$ cat config.mk
export PLATFORM = sky130hd
export DESIGN_NAME = control_sequencer_flat
export DESIGN_NICKNAME = d
export VERILOG_FILES = /design/src/rtl/control_sequencer_if.sv /design/src/rtl/control_sequencer.sv /design/src/flat_wrapper.sv
export SDC_FILE = /design/constraint.sdc
export NUM_CORES = 1
export LEC_CHECK = 0
export CORE_ASPECT_RATIO = 0.5
export CORE_MARGIN = 2
export CORE_UTILIZATION = 30
export DETAILED_ROUTE_END_ITERATION = 10
export MAX_ROUTING_LAYER = met4
export PLACE_DENSITY = 0.73
export SYNTH_ARGS = -nofsm -noshare
export SYNTH_HDL_FRONTEND = slang
export SYNTH_SLANG_ARGS = --single-unit
export TNS_END_PERCENT = 1
$ cat constraint.sdc
create_clock -name Clock -period 2.3 [get_ports Clock]
set_input_delay 0.23 -clock Clock [delete_from_list [all_inputs] [get_ports Clock]]
set_output_delay 0.23 -clock Clock [all_outputs]
set_load 0.03 [all_outputs]
$ cat src/rtl/control_sequencer_if.sv
// Control bus between the hardwired control sequencer and the datapath.
// The sequencer side (master) receives IR and Mem_ready and drives every
// control strobe. The datapath side (slave) sees the same signals in the
// opposite direction.
interface control_sequencer_if;
  logic [31:0] IR;
  logic        Mem_ready;
  logic        PCout, MDRout, Zhighout, Zlowout;
  logic        PCin, MARin, MDRin, IRin, Yin, Zin, HIin, LOin;
  logic        IncPC, Read;
  logic [15:0] Rout;
  logic [15:0] Rin;
  logic [7:0]  ALU_sel;
  logic        Run;
  logic [3:0]  T_state;

  modport master (
    input  IR, Mem_ready,
    output PCout, MDRout, Zhighout, Zlowout,
    output PCin, MARin, MDRin, IRin, Yin, Zin, HIin, LOin,
    output IncPC, Read, Rout, Rin, ALU_sel, Run, T_state
  );

  modport slave (
    output IR, Mem_ready,
    input  PCout, MDRout, Zhighout, Zlowout,
    input  PCin, MARin, MDRin, IRin, Yin, Zin, HIin, LOin,
    input  IncPC, Read, Rout, Rin, ALU_sel, Run, T_state
  );
endinterface

$ cat src/rtl/control_sequencer.sv
// Hardwired T-state control sequencer: fetch (T0..T2) followed by
// opcode-dependent execute steps (T3..T6). The outputs are Moore-decoded from
// the state and IR. The only exception is the PC writeback in T1, which waits
// for Mem_ready. Clear is synchronous. While it is high it also forces every
// output low, so an aborted instruction cannot emit a write strobe.
module control_sequencer (
  input logic                  Clock,
  input logic                  Clear,
  control_sequencer_if.master  bus
);

  typedef enum logic [3:0] {
    T0   = 4'd0,
    T1   = 4'd1,
    T2   = 4'd2,
    T3   = 4'd3,
    T4   = 4'd4,
    T5   = 4'd5,
    T6   = 4'd6,
    HALT = 4'd15
  } state_t;

  localparam logic [4:0] OP_ADD  = 5'b00011;
  localparam logic [4:0] OP_SUB  = 5'b00100;
  localparam logic [4:0] OP_AND  = 5'b00101;
  localparam logic [4:0] OP_OR   = 5'b00110;
  localparam logic [4:0] OP_MUL  = 5'b01111;
  localparam logic [4:0] OP_DIV  = 5'b10000;
  localparam logic [4:0] OP_NEG  = 5'b10001;
  localparam logic [4:0] OP_NOT  = 5'b10010;
  localparam logic [4:0] OP_HALT = 5'b11011;

  state_t r_state;
  state_t w_next;

  // IR fields. They are only consulted in T3..T6, so IR may change freely
  // while the fetch is in progress.
  logic [4:0]  w_op;
  logic [3:0]  w_ra, w_rb, w_rc;
  logic        w_alu3, w_muldiv, w_unary, w_halt;
  logic [7:0]  w_alu_bit;

  assign w_op = bus.IR[31:27];
  assign w_ra = bus.IR[26:23];
  assign w_rb = bus.IR[22:19];
  assign w_rc = bus.IR[18:15];

  // Opcode class and the one-hot ALU select. Bit order is
  // {DIV,MUL,NOT,NEG,OR,AND,SUB,ADD}.
  always_comb begin
    w_alu3    = 1'b0;
    w_muldiv  = 1'b0;
    w_unary   = 1'b0;
    w_halt    = 1'b0;
    w_alu_bit = 8'h00;
    case (w_op)
      OP_ADD:  begin w_alu3   = 1'b1; w_alu_bit = 8'h01; end
      OP_SUB:  begin w_alu3   = 1'b1; w_alu_bit = 8'h02; end
      OP_AND:  begin w_alu3   = 1'b1; w_alu_bit = 8'h04; end
      OP_OR:   begin w_alu3   = 1'b1; w_alu_bit = 8'h08; end
      OP_NEG:  begin w_unary  = 1'b1; w_alu_bit = 8'h10; end
      OP_NOT:  begin w_unary  = 1'b1; w_alu_bit = 8'h20; end
      OP_MUL:  begin w_muldiv = 1'b1; w_alu_bit = 8'h40; end
      OP_DIV:  begin w_muldiv = 1'b1; w_alu_bit = 8'h80; end
      OP_HALT: w_halt = 1'b1;
      default: ;
    endcase
  end

  // State register: Clear returns to T0 on the edge.
  always_ff @(posedge Clock) begin
    if (Clear) r_state <= T0;
    else       r_state <= w_next;
  end

  // Next-state sequencing. NOP and undefined opcodes end at T3.
  always_comb begin
    w_next = r_state;
    case (r_state)
      T0:      w_next = T1;
      T1:      w_next = bus.Mem_ready ? T2 : T1;
      T2:      w_next = T3;
      T3: begin
        if (w_halt)                           w_next = HALT;
        else if (w_alu3 || w_muldiv || w_unary) w_next = T4;
        else                                  w_next = T0;
      end
      T4:      w_next = w_unary ? T0 : T5;
      T5:      w_next = w_muldiv ? T6 : T0;
      T6:      w_next = T0;
      HALT:    w_next = HALT;
      default: w_next = T0;
    endcase
  end

  logic        w_pcout, w_mdrout, w_zhighout, w_zlowout;
  logic        w_pcin, w_marin, w_mdrin, w_irin, w_yin, w_zin, w_hiin, w_loin;
  logic        w_incpc, w_read, w_run;
  logic [15:0] w_rout, w_rin;
  logic [7:0]  w_alu;
  logic [3:0]  w_tstate;

  // Control strobes for the current step. The Clear override comes last, so
  // nothing is asserted in a reset cycle.
  always_comb begin
    w_pcout    = 1'b0;
    w_mdrout   = 1'b0;
    w_zhighout = 1'b0;
    w_zlowout  = 1'b0;
    w_pcin     = 1'b0;
    w_marin    = 1'b0;
    w_mdrin    = 1'b0;
    w_irin     = 1'b0;
    w_yin      = 1'b0;
    w_zin      = 1'b0;
    w_hiin     = 1'b0;
    w_loin     = 1'b0;
    w_incpc    = 1'b0;
    w_read     = 1'b0;
    w_rout     = 16'h0000;
    w_rin      = 16'h0000;
    w_alu      = 8'h00;
    w_run      = (r_state != HALT);
    w_tstate   = r_state;
    case (r_state)
      T0: begin
        w_pcout = 1'b1;
        w_marin = 1'b1;
        w_incpc = 1'b1;
        w_zin   = 1'b1;
      end
      T1: begin
        w_read    = 1'b1;
        w_mdrin   = 1'b1;
        // The incremented PC is written back only once the read completes.
        w_zlowout = bus.Mem_ready;
        w_pcin    = bus.Mem_ready;
      end
      T2: begin
        w_mdrout = 1'b1;
        w_irin   = 1'b1;
      end
      T3: begin
        if (w_alu3) begin
          w_rout = 16'h0001 << w_rb;
          w_yin  = 1'b1;
        end else if (w_muldiv) begin
          w_rout = 16'h0001 << w_ra;
          w_yin  = 1'b1;
        end else if (w_unary) begin
          w_rout = 16'h0001 << w_rb;
          w_alu  = w_alu_bit;
          w_zin  = 1'b1;
        end
      end
      T4: begin
        if (w_alu3) begin
          w_rout = 16'h0001 << w_rc;
          w_alu  = w_alu_bit;
          w_zin  = 1'b1;
        end else if (w_muldiv) begin
          w_rout = 16'h0001 << w_rb;
          w_alu  = w_alu_bit;
          w_zin  = 1'b1;
        end else if (w_unary) begin
          w_zlowout = 1'b1;
          w_rin     = 16'h0001 << w_ra;
        end
      end
      T5: begin
        if (w_alu3) begin
          w_zlowout = 1'b1;
          w_rin     = 16'h0001 << w_ra;
        end else if (w_muldiv) begin
          w_zlowout = 1'b1;
          w_loin    = 1'b1;
        end
      end
      T6: begin
        if (w_muldiv) begin
          w_zhighout = 1'b1;
          w_hiin     = 1'b1;
        end
      end
      default: ;
    endcase
    if (Clear) begin
      w_pcout    = 1'b0;
      w_mdrout   = 1'b0;
      w_zhighout = 1'b0;
      w_zlowout  = 1'b0;
      w_pcin     = 1'b0;
      w_marin    = 1'b0;
      w_mdrin    = 1'b0;
      w_irin     = 1'b0;
      w_yin      = 1'b0;
      w_zin      = 1'b0;
      w_hiin     = 1'b0;
      w_loin     = 1'b0;
      w_incpc    = 1'b0;
      w_read     = 1'b0;
      w_rout     = 16'h0000;
      w_rin      = 16'h0000;
      w_alu      = 8'h00;
      w_run      = 1'b0;
      w_tstate   = 4'd0;
    end
  end

  assign bus.PCout    = w_pcout;
  assign bus.MDRout   = w_mdrout;
  assign bus.Zhighout = w_zhighout;
  assign bus.Zlowout  = w_zlowout;
  assign bus.PCin     = w_pcin;
  assign bus.MARin    = w_marin;
  assign bus.MDRin    = w_mdrin;
  assign bus.IRin     = w_irin;
  assign bus.Yin      = w_yin;
  assign bus.Zin      = w_zin;
  assign bus.HIin     = w_hiin;
  assign bus.LOin     = w_loin;
  assign bus.IncPC    = w_incpc;
  assign bus.Read     = w_read;
  assign bus.Rout     = w_rout;
  assign bus.Rin      = w_rin;
  assign bus.ALU_sel  = w_alu;
  assign bus.Run      = w_run;
  assign bus.T_state  = w_tstate;

endmodule

$ cat src/flat_wrapper.sv
// flat-port wrapper written by rule: the top's interface ports become plain ports
module control_sequencer_flat 
  (Clock, Clear, bus_IR, bus_Mem_ready, bus_PCout, bus_MDRout, bus_Zhighout, bus_Zlowout, bus_PCin, bus_MARin, bus_MDRin, bus_IRin, bus_Yin, bus_Zin, bus_HIin, bus_LOin, bus_IncPC, bus_Read, bus_Rout, bus_Rin, bus_ALU_sel, bus_Run, bus_T_state);
  control_sequencer_if bus_i ();
  input logic Clock;
  input logic Clear;
  input wire logic [$bits(bus_i.IR)-1:0] bus_IR;
  input wire logic [$bits(bus_i.Mem_ready)-1:0] bus_Mem_ready;
  output wire logic [$bits(bus_i.PCout)-1:0] bus_PCout;
  output wire logic [$bits(bus_i.MDRout)-1:0] bus_MDRout;
  output wire logic [$bits(bus_i.Zhighout)-1:0] bus_Zhighout;
  output wire logic [$bits(bus_i.Zlowout)-1:0] bus_Zlowout;
  output wire logic [$bits(bus_i.PCin)-1:0] bus_PCin;
  output wire logic [$bits(bus_i.MARin)-1:0] bus_MARin;
  output wire logic [$bits(bus_i.MDRin)-1:0] bus_MDRin;
  output wire logic [$bits(bus_i.IRin)-1:0] bus_IRin;
  output wire logic [$bits(bus_i.Yin)-1:0] bus_Yin;
  output wire logic [$bits(bus_i.Zin)-1:0] bus_Zin;
  output wire logic [$bits(bus_i.HIin)-1:0] bus_HIin;
  output wire logic [$bits(bus_i.LOin)-1:0] bus_LOin;
  output wire logic [$bits(bus_i.IncPC)-1:0] bus_IncPC;
  output wire logic [$bits(bus_i.Read)-1:0] bus_Read;
  output wire logic [$bits(bus_i.Rout)-1:0] bus_Rout;
  output wire logic [$bits(bus_i.Rin)-1:0] bus_Rin;
  output wire logic [$bits(bus_i.ALU_sel)-1:0] bus_ALU_sel;
  output wire logic [$bits(bus_i.Run)-1:0] bus_Run;
  output wire logic [$bits(bus_i.T_state)-1:0] bus_T_state;
  assign bus_i.IR = bus_IR;
  assign bus_i.Mem_ready = bus_Mem_ready;
  assign bus_PCout = bus_i.PCout;
  assign bus_MDRout = bus_i.MDRout;
  assign bus_Zhighout = bus_i.Zhighout;
  assign bus_Zlowout = bus_i.Zlowout;
  assign bus_PCin = bus_i.PCin;
  assign bus_MARin = bus_i.MARin;
  assign bus_MDRin = bus_i.MDRin;
  assign bus_IRin = bus_i.IRin;
  assign bus_Yin = bus_i.Yin;
  assign bus_Zin = bus_i.Zin;
  assign bus_HIin = bus_i.HIin;
  assign bus_LOin = bus_i.LOin;
  assign bus_IncPC = bus_i.IncPC;
  assign bus_Read = bus_i.Read;
  assign bus_Rout = bus_i.Rout;
  assign bus_Rin = bus_i.Rin;
  assign bus_ALU_sel = bus_i.ALU_sel;
  assign bus_Run = bus_i.Run;
  assign bus_T_state = bus_i.T_state;
  control_sequencer u_core (.Clock(Clock), .Clear(Clear), .bus(bus_i));
endmodule
======== After elaboration in Yosys (flattened, before gate mapping) ========
Cells that the tools add are included.
word-level totals
  output and inout bits ................... 59
  register bits ........................... 4
  input port bits ......................... 35
operators by class
  shifts and indexed selects .............. 3
  eq/ne operators ......................... 17
  multiplexer cells ....................... 57
  reduce and logical (&&, ||, !) cells .... 6
operators by type and width
  kind                                                                 number
  16-bit two-way mux                                                   11
  16-bit one-hot mux with 2 select lines                               2
  8-bit one-hot mux with 8 select lines                                1
  8-bit two-way mux                                                    6
  1-bit by 4-bit << shifter with 16-bit output (first input constant)  3
  4-bit one-hot mux with 7 select lines                                1
  1-bit two-way mux                                                    27
  5-bit == test (second input constant)                                4
  8-bit one-hot mux with 2 select lines                                1
  5-bit by 3-bit == test with 1-bit output (second input constant)     3
  4-bit by 3-bit == test with 1-bit output (second input constant)     3
  3-bit two-way mux                                                    3
  4-bit by 2-bit == test with 1-bit output (second input constant)     2
  4-bit two-way mux                                                    2
  1-bit one-hot mux with 3 select lines                                2
  5-bit by 2-bit == test with 1-bit output (second input constant)     1
  5-bit by 4-bit == test with 1-bit output (second input constant)     1
  4-bit by 1-bit == test with 1-bit output (second input constant)     1
  4-bit == test (second input constant)                                1
  4-bit zero test                                                      1
  4-bit != test (second input constant)                                1
  2-bit OR reduction                                                   2
  4-bit OR reduction                                                   1
  1-bit logical OR                                                     2
  2-bit two-way mux                                                    1

======== Logic depth before layout (Yosys ltp) ========
Gate-level depths: netlist of the first run.
  depth after elaboration ................. 8
  gate-level depth with buffers ........... 8
  depth with buffers taken out ............ 5

======== Least setup slack after synthesis of the first run ========
No wires, ideal clock.
  kind .................................... input to output
  start point ............................. in bus_IR[29]
  end point ............................... out bus_Zhighout
  stages .................................. 7
  buffers on the path ..................... 4
  required time ........................... 2070 ps
  path slack .............................. -301 ps
  arrival ................................. 2371 ps
  cells stage by stage .................... buf_4 -> or3b_1 -> buf_2 -> o32ai_4 -> buf_6 -> nor3b_1 -> buf_4
between the ends
  longest elaborated chain between the ends .. 6
  elaborated cells on any way between the ends .. 7
  classes of those cells .................. 2 x eq/ne; 4 x mux; 1 x reduce/logical
ends and longest elaborated chain
  what                                                                              line                     RTL
  from (decl)                                                                       flat_wrapper.sv:7        input wire logic [$bits(bus_i.IR)-1:0] bus_IR;
  5-bit by 4-bit == test with 1-bit output / 5-bit == test (equally long branches)  control_sequencer.sv:56  case (w_op)
  2-bit OR reduction (no line) (*)                                                  -
  1-bit two-way mux (*)                                                             control_sequencer.sv:56
  1-bit two-way mux (*) (3 in series)                                               -
  to (decl)                                                                         flat_wrapper.sv:11       output wire logic [$bits(bus_i.Zhighout)-1:0] bus_Zhighout;
Every way passes the cells marked *; elsewhere a longest branch is shown, timed or not.

======== Worst setup path after layout of the first run ========
  start point ............................. reg u_core.r_state[3]
  end point ............................... out bus_Rout[6]
between the ends
  longest elaborated chain between the ends .. 3
  elaborated cells on any way between the ends .. 4
  classes of those cells .................. 2 x eq/ne; 2 x mux
ends and longest elaborated chain
  what                                                                                                         line                      RTL
  from (decl)                                                                                                  control_sequencer.sv:33   state_t r_state;
  from (signal assigned)                                                                                       control_sequencer.sv:73   else r_state <= w_next;
  4-bit by 3-bit == test with 1-bit output / 4-bit by 2-bit == test with 1-bit output (equally long branches)  control_sequencer.sv:125  case (r_state)
  16-bit one-hot mux with 2 select lines (*)                                                                   control_sequencer.sv:125
  16-bit two-way mux (*)                                                                                       control_sequencer.sv:187  if (Clear) begin
  to (decl)                                                                                                    flat_wrapper.sv:23        output wire logic [$bits(bus_i.Rout)-1:0] bus_Rout;
Marked as above.

==> results.tsv, run 1 <==
stage	metric	value	unit
timing	drv_slew	0	
cells_and_area	largest-register	u_core.r_state	
cts	htreeDepth	1	
timing	post-route-period-util	97.84	%
logic_synthesis	syn_area	1484	sq um
critical_path	start_kind	flip-flop	
cts	clkLatencyLatePin	220	ps
placement	port_buffers	78	
routing	routed_wl	5964	um
cells_and_area	final_area	2595	sq um
routing	drcViolationCount	0	
placement	dpl_cell_area	2298	sq um
min_path	hp-class	reg -> reg	
power_and_ir_drop	vdd_drop_max	0.1486	mV
die	initial_core_util	30.65	%
timing	fin_skew	2.824	ps
die	die_area	5559	sq um
global_routing	track_usage	20.76	%
flow_run	maxCapViolCount	0	
timing	worstMarginPinSlew	424.1	ps
cts	clockBufferDepth	2	
routing	drtAntennaViolNets	0	
min_path	holdPathStages	2	
logic_synthesis	synth.net_count	263	
logic_synthesis	synth.top_cell.area_share	12.65	%
critical_path	end_kind	primary output	
logic_synthesis	ys_seq_elements	4	
cells_and_area	nets	348	
timing	max_freq	444.4	MHz
routing	first_pass_iters	4	
timing	rsz0062_at_grt	no	
cts	clock-sinks	4	
logic_synthesis	synth_cell_types	44	
timing	setup_tns	0	ps
routing	drt_iter0_drc	132	
logic_synthesis	synth_top_area_cell	o22ai_1	
cts	numCtsBuffers	3	
logic_synthesis	async_flop_share	0	%
timing	timing.final.crit_period	2250	ps
cells_and_area	largest_reg_flops	4	
global_routing	grt_pass1_wl	8763	um
timing	hold_violations	0	
timing	setup-violations-final	0	
logic_synthesis	synth_edf_count	0	
routing	via_per_inst	5.551	
die	fp.dieW	103.5	um
cells_and_area	num_antenna_cells	0	
logic_synthesis	synthFlopType	dfxtp_1	
logic_synthesis	yosysSeqAreaShare	5.396	%
logic_synthesis	synth_most_common_cell	o22ai_1	
timing	slew_headroom	71.69	%
routing	num_vias	2115	
die	die_h	53.73	um
run_status	status	finished, final reports clean	
global_routing	antenna_found_initial	0	
critical_path	worstPathRequired	2070	ps
placement	gp_congestion	0.8995	
logic_synthesis	synth_area_per_cell	6.508	sq um
global_routing	grt_overflow_total	0	
die	design.core.area	4842	sq um
power_and_ir_drop	p_per_area	206.8	nW/um^2
placement	dpl.hpwl	4408	um
die	rows	18	
cts	clkSlewWorstSetupHoldPaths	30	ps
critical_path	reg2regPathDepth	5	
logic_synthesis	synthTopCellsByArea	o22ai_1, a22o_1, nor3_1	
cts	cts_root_buffer	clkbuf_8	
cells_and_area	syn_to_final_growth	74.87	%
logic_synthesis	yosys_warnings	0	
cells_and_area	drive_gt1_share	40.84	%
global_routing	grt_max_degree	17	
cts	cts_tree	yes	
global_routing	grt_pass1_vias	1850	
cells_and_area	largestRegisters	u_core.r_state: 4 flops	
routing	wl_per_cell	15.65	um
critical_path	crit_fanout	16	
logic_synthesis	syn_inst	228	
logic_synthesis	synth_commonest_cells	o22ai_1, nor3_1, nand2_1, a22o_1, nand2b_1	
cts	ctsHoldBuffers	0	
critical_path	critPathKind	reg -> out	
critical_path	arrival	2020	ps
die	io_pins	94	
power_and_ir_drop	leakage	0.9606	nW
[cell type report]
cell class	count	area [sq um]
fill	457	2247
clock buffer	3	41.29
timing repair buffer	108	919.6
multi-input combinational	190	1443
inverter	6	22.52
tap	70	87.58
sequential	4	81.33
[worst max-delay path: stages, from the launching register on]
cell	delay (ps)
dfxtp_1	390
nor2_1	290
nand2_1	120
nor3_1	330
buf_4	290
a22o_1	200
buf_4	170
[kinds of logic after synthesis]
family / after synthesis / share of synthesized area, %
compound gates: 69 / 34.06
xor+xnor: 4 / 2.361
buf+inv: 34 / 11.89
flops: 4 / 5.397
mux: 3 / 2.108
simple gates: 114 / 44.18
[layout by cell type, fill, tap and decap left out, drive strengths merged, types with 2 or more instances in the layout]
cell / n
a21oi: 7
a22o: 16
and2: 2
and3: 3
buf: 76
clkbuf: 4
clkdlybuf4s15: 3
clkdlybuf4s50: 27
dfxtp: 4
inv: 6
mux2i: 2
nand2: 19
nand2b: 17
nand3: 10
nand3b: 5
nor2: 12
nor2b: 6
nor3: 21
nor3b: 4
nor4: 4
nor4b: 2
o2111ai: 4
o21ai: 4
o221ai: 2
o22ai: 30
o32ai: 4
or2: 2
or3: 2
or3b: 2
xnor2: 2
xor2: 2
[report_power, final]
part	total, mW	leakage, nW	internal (mW)	switching, mW
Combinational	0.305	0.906	0.133	0.172
Sequential	0.0802	0.0329	0.0733	0.00688
Clock	0.152	0.0216	0.112	0.0398
Total	0.537	0.961	0.318	0.219
[per-stage QoR]
| step | hold WS (ps) | cells | utilization, % | power [mW] | setup slack [ps] |
|---|---|---|---|---|---|
| 2_1_floorplan | 440.3 | 228 | - | 0.2437 | -293.8 |
| 3_3_place_gp | 623.0 | 376 | 47.47 | 0.3457 | -237.2 |
| 3_5_place_dp | 660.2 | 376 | 47.47 | 0.3497 | -298.0 |
| 4_1_cts | 666.2 | 379 | 49.69 | 0.5082 | -3.194 |
| 5_1_grt | 649.6 | 381 | 53.59 | 0.5675 | 5.513 |
| 6_report | 589.2 | 381 | 53.59 | 0.5367 | 49.60 |
[final timing paths]
| check | startpoint | end | slack (ps) |
|---|---|---|---|
| min reg2reg | u_core.r_state[0] | u_core.r_state[3] | 590 |
| max | u_core.r_state[3] | bus_Rout[6] | 50 |
| min | u_core.r_state[0] | u_core.r_state[3] | 590 |
| max reg2reg | u_core.r_state[2] | u_core.r_state[2] | 640 |
[per-layer routing]
metal  share of wire [%]  routed length, um  track usage (%)
met3                 4.4                262            2.338
met1                  44               2646            28.54
met5                   0                  0                -
met4                 2.8                167            7.895
met2                  48               2887            31.40
[timing repair]
action / CTS / global route
hold endpoints to repair: 0 / 0
setup buffers: 0 / 2
pin swaps: 6 / 11
endpoints found under the setup margin: 39 / 35
resized for setup: 18 / 40
(Power assumes the default switching activity.)
==> run 2, diff against run 1 <==
--- a/config.mk
+++ b/config.mk
@@ -11,6 +11,7 @@
 export DETAILED_ROUTE_END_ITERATION = 10
 export MAX_ROUTING_LAYER = met4
 export PLACE_DENSITY = 0.73
+export REMOVE_ABC_BUFFERS = 1
 export SYNTH_ARGS = -nofsm -noshare
 export SYNTH_HDL_FRONTEND = slang
 export SYNTH_SLANG_ARGS = --single-unit
==> results.tsv, run 2 (same netlist as run 1, synthesis figures left out) <==
stage	metric	value	unit	change
routing	routed_wl	6101	um	was 5964 um
die	fp.dieW	103.5	um	unchanged
cells_and_area	largest_reg_flops	4		unchanged
timing	post-route-period-util	96.97	%	was 97.84%
timing	setup-violations-final	0		unchanged
global_routing	track_usage	21.96	%	was 20.76%
timing	hold_violations	0		unchanged
cells_and_area	largestRegisters	u_core.r_state: 4 flops		unchanged
timing	timing.final.crit_period	2230	ps	was 2250 ps
die	rows	18		unchanged
timing	max_freq	448.4	MHz	was 444.4 MHz
global_routing	grt_max_degree	18		was 17
cts	clockBufferDepth	2		unchanged
die	initial_core_util	30.65	%	unchanged
critical_path	critPathKind	in -> out		was reg -> out
placement	dp.cells	382		was 376
power_and_ir_drop	leakage	0.9710	nW	was 0.9606 nW
cts	htreeDepth	1		unchanged
min_path	hp-class	reg -> reg		unchanged
timing	drv_slew	0		unchanged
placement	gp_congestion	0.8857		was 0.8995
timing	fin_skew	5.440	ps	was 2.824 ps
critical_path	crit_start	bus_IR[29]		was u_core.r_state[3]
cells_and_area	num_antenna_cells	0		unchanged
critical_path	start_kind	input port		was flip-flop
min_path	holdPathStages	2		unchanged
cts	clkSlewWorstSetupHoldPaths	30	ps	about the same
routing	via_per_inst	5.563		was 5.551
die	io_pins	94		unchanged
routing	first_pass_iters	4		unchanged
cts	clock-sinks	4		unchanged
global_routing	busiest_layer	met2		unchanged
die	design.core.area	4842	sq um	unchanged
die	die_area	5559	sq um	unchanged
cts	cts_root_buffer	clkbuf_8		unchanged
critical_path	endpoint	bus_ALU_sel[5]		was bus_Rout[6]
cells_and_area	fill_cells	457		unchanged
global_routing	use_met3	0.7792	%	was 2.338%
cells_and_area	final_cell_mix	buf_4, clkdlybuf4s50_1, o22ai_1		unchanged
routing	drtAntennaViolNets	0		unchanged
cells_and_area	nets	354		was 348
global_routing	grt_pass1_wl	9197	um	was 8763 um
critical_path	crit_fanout	5		was 16
critical_path	worstPathRequired	2070	ps	about the same
global_routing	antenna_found_initial	0		unchanged
timing	worstMarginPinSlew	460.1	ps	was 424.1 ps
run_status	status	finished, final reports clean		unchanged
cts	ctsHoldBuffers	0		unchanged
timing	slew_headroom	68.90	%	was 71.69%
placement	port_buffers	78		unchanged
cts	clkLatencyLatePin	220	ps	about the same
routing	num_vias	2153		was 2115
flow_run	maxCapViolCount	0		unchanged
power_and_ir_drop	p_per_area	210.4	nW/um^2	was 206.8 nW/um^2
critical_path	arrival	2000	ps	was 2020 ps
global_routing	grtUsageMet2	35.59	%	was 31.40%
critical_path	timing.rr.end	u_core.r_state[2]		unchanged
cells_and_area	multi_input_area	1356	sq um	was 1443 sq um
routing	drt_iter0_drc	91		was 132
power_and_ir_drop	vdd_drop_max	0.1172	mV	was 0.1486 mV
critical_path	regToRegSetupSlack	560	ps	was 640 ps
die	die_h	53.73	um	unchanged
global_routing	grt_overflow_total	0		unchanged
cells_and_area	drive_gt1_share	36.91	%	was 40.84%
cts	cts_tree	yes		unchanged
global_routing	grt_pass1_vias	1862		was 1850
cts	numCtsBuffers	3		unchanged
cells_and_area	final_common_cell	buf_4		unchanged
placement	dpl.hpwl	4715	um	was 4408 um
timing	rsz0062_at_grt	yes		was no
cells_and_area	syn_to_final_growth	72.01	%	was 74.87%
cells_and_area	largest-register	u_core.r_state		unchanged
cells_and_area	fin_cells	387		was 381
critical_path	reg2regPathDepth	5		unchanged
cells_and_area	seq_area	80.08	sq um	was 81.33 sq um
critical_path	end_kind	primary output		unchanged
routing	drcViolationCount	0		unchanged
global_routing	use_met1	29.56	%	was 28.54%
routing	wl_per_cell	15.76	um	was 15.65 um
critical_path	reg2reg_from	u_core.r_state[2]		unchanged
cells_and_area	utilization	52.71	%	was 53.59%
timing	holdWs	628.9	ps	was 589.2 ps
run 2: cell types whose count changed in the layout (fill, tap and decap cells not counted), sizes merged:
cell	delta
buf	+6
clkbuf	-1
clkdlybuf4s15	-3
dlygate4sd2	+4
run 2: area by class of cell:
| cell class | instances | share of cell area, % |
|---|---|---|
| timing repair buffer | 114 | 37.79 |
| tap | 70 | 3.431 |
| inverter | 6 | 0.8824 |
| multi-input combinational | 190 | 53.14 |
| clock buffer | 3 | 1.618 |
| sequential | 4 | 3.137 |
run 2: timing repair:
item                       CTS  global route
setup endpoints to repair   39            37
gates resized for setup     21            12
pin swaps                    6             5
setup buffers                1             1
run 2: through the flow:
stage                     total power, mW  TNS, ps  instance area (sq um)  worst slack [ps]
after floorplan                    0.2090    -2590                   1330            -565.3
after global placement             0.3545    -5101                   2351            -206.2
after detailed placement           0.3599    -7225                   2351            -291.0
after CTS                          0.5249        0                   2484             5.024
after global routing               0.5642   -16.30                   2552            -8.916
final                              0.5369        0                   2552             69.62
run 2: critical path, cell delays in order:
cell	delay, ps
dlygate4sd2_1	250
or3b_4	420
buf_4	170
nor3_1	230
a21oi_1	110
mux2i_1	170
nor3_1	220
buf_4	190
run 2: worst min-delay path by stage:
stage / endpoint / start / slack (ps)
detailed placement: u_core.r_state[2] / u_core.r_state[0] / 630
finish: u_core.r_state[2] / u_core.r_state[0] / 630
global placement: u_core.r_state[2] / u_core.r_state[0] / 610
global route: u_core.r_state[2] / u_core.r_state[0] / 670
CTS: u_core.r_state[2] / u_core.r_state[0] / 630
floorplan: u_core.r_state[0] / bus_Mem_ready / 440
run 2: power by group:
part           internal, mW  switching (mW)
sequential           0.0730         0.00586
clock                 0.112          0.0410
combinational         0.133           0.172
total                 0.318           0.219
run 2: layer usage:
layer	wire, um	part of all wire, %
met1	2801	46
met2	2960	49
met3	271	4.4
met4	68	1.1
met5	0	0
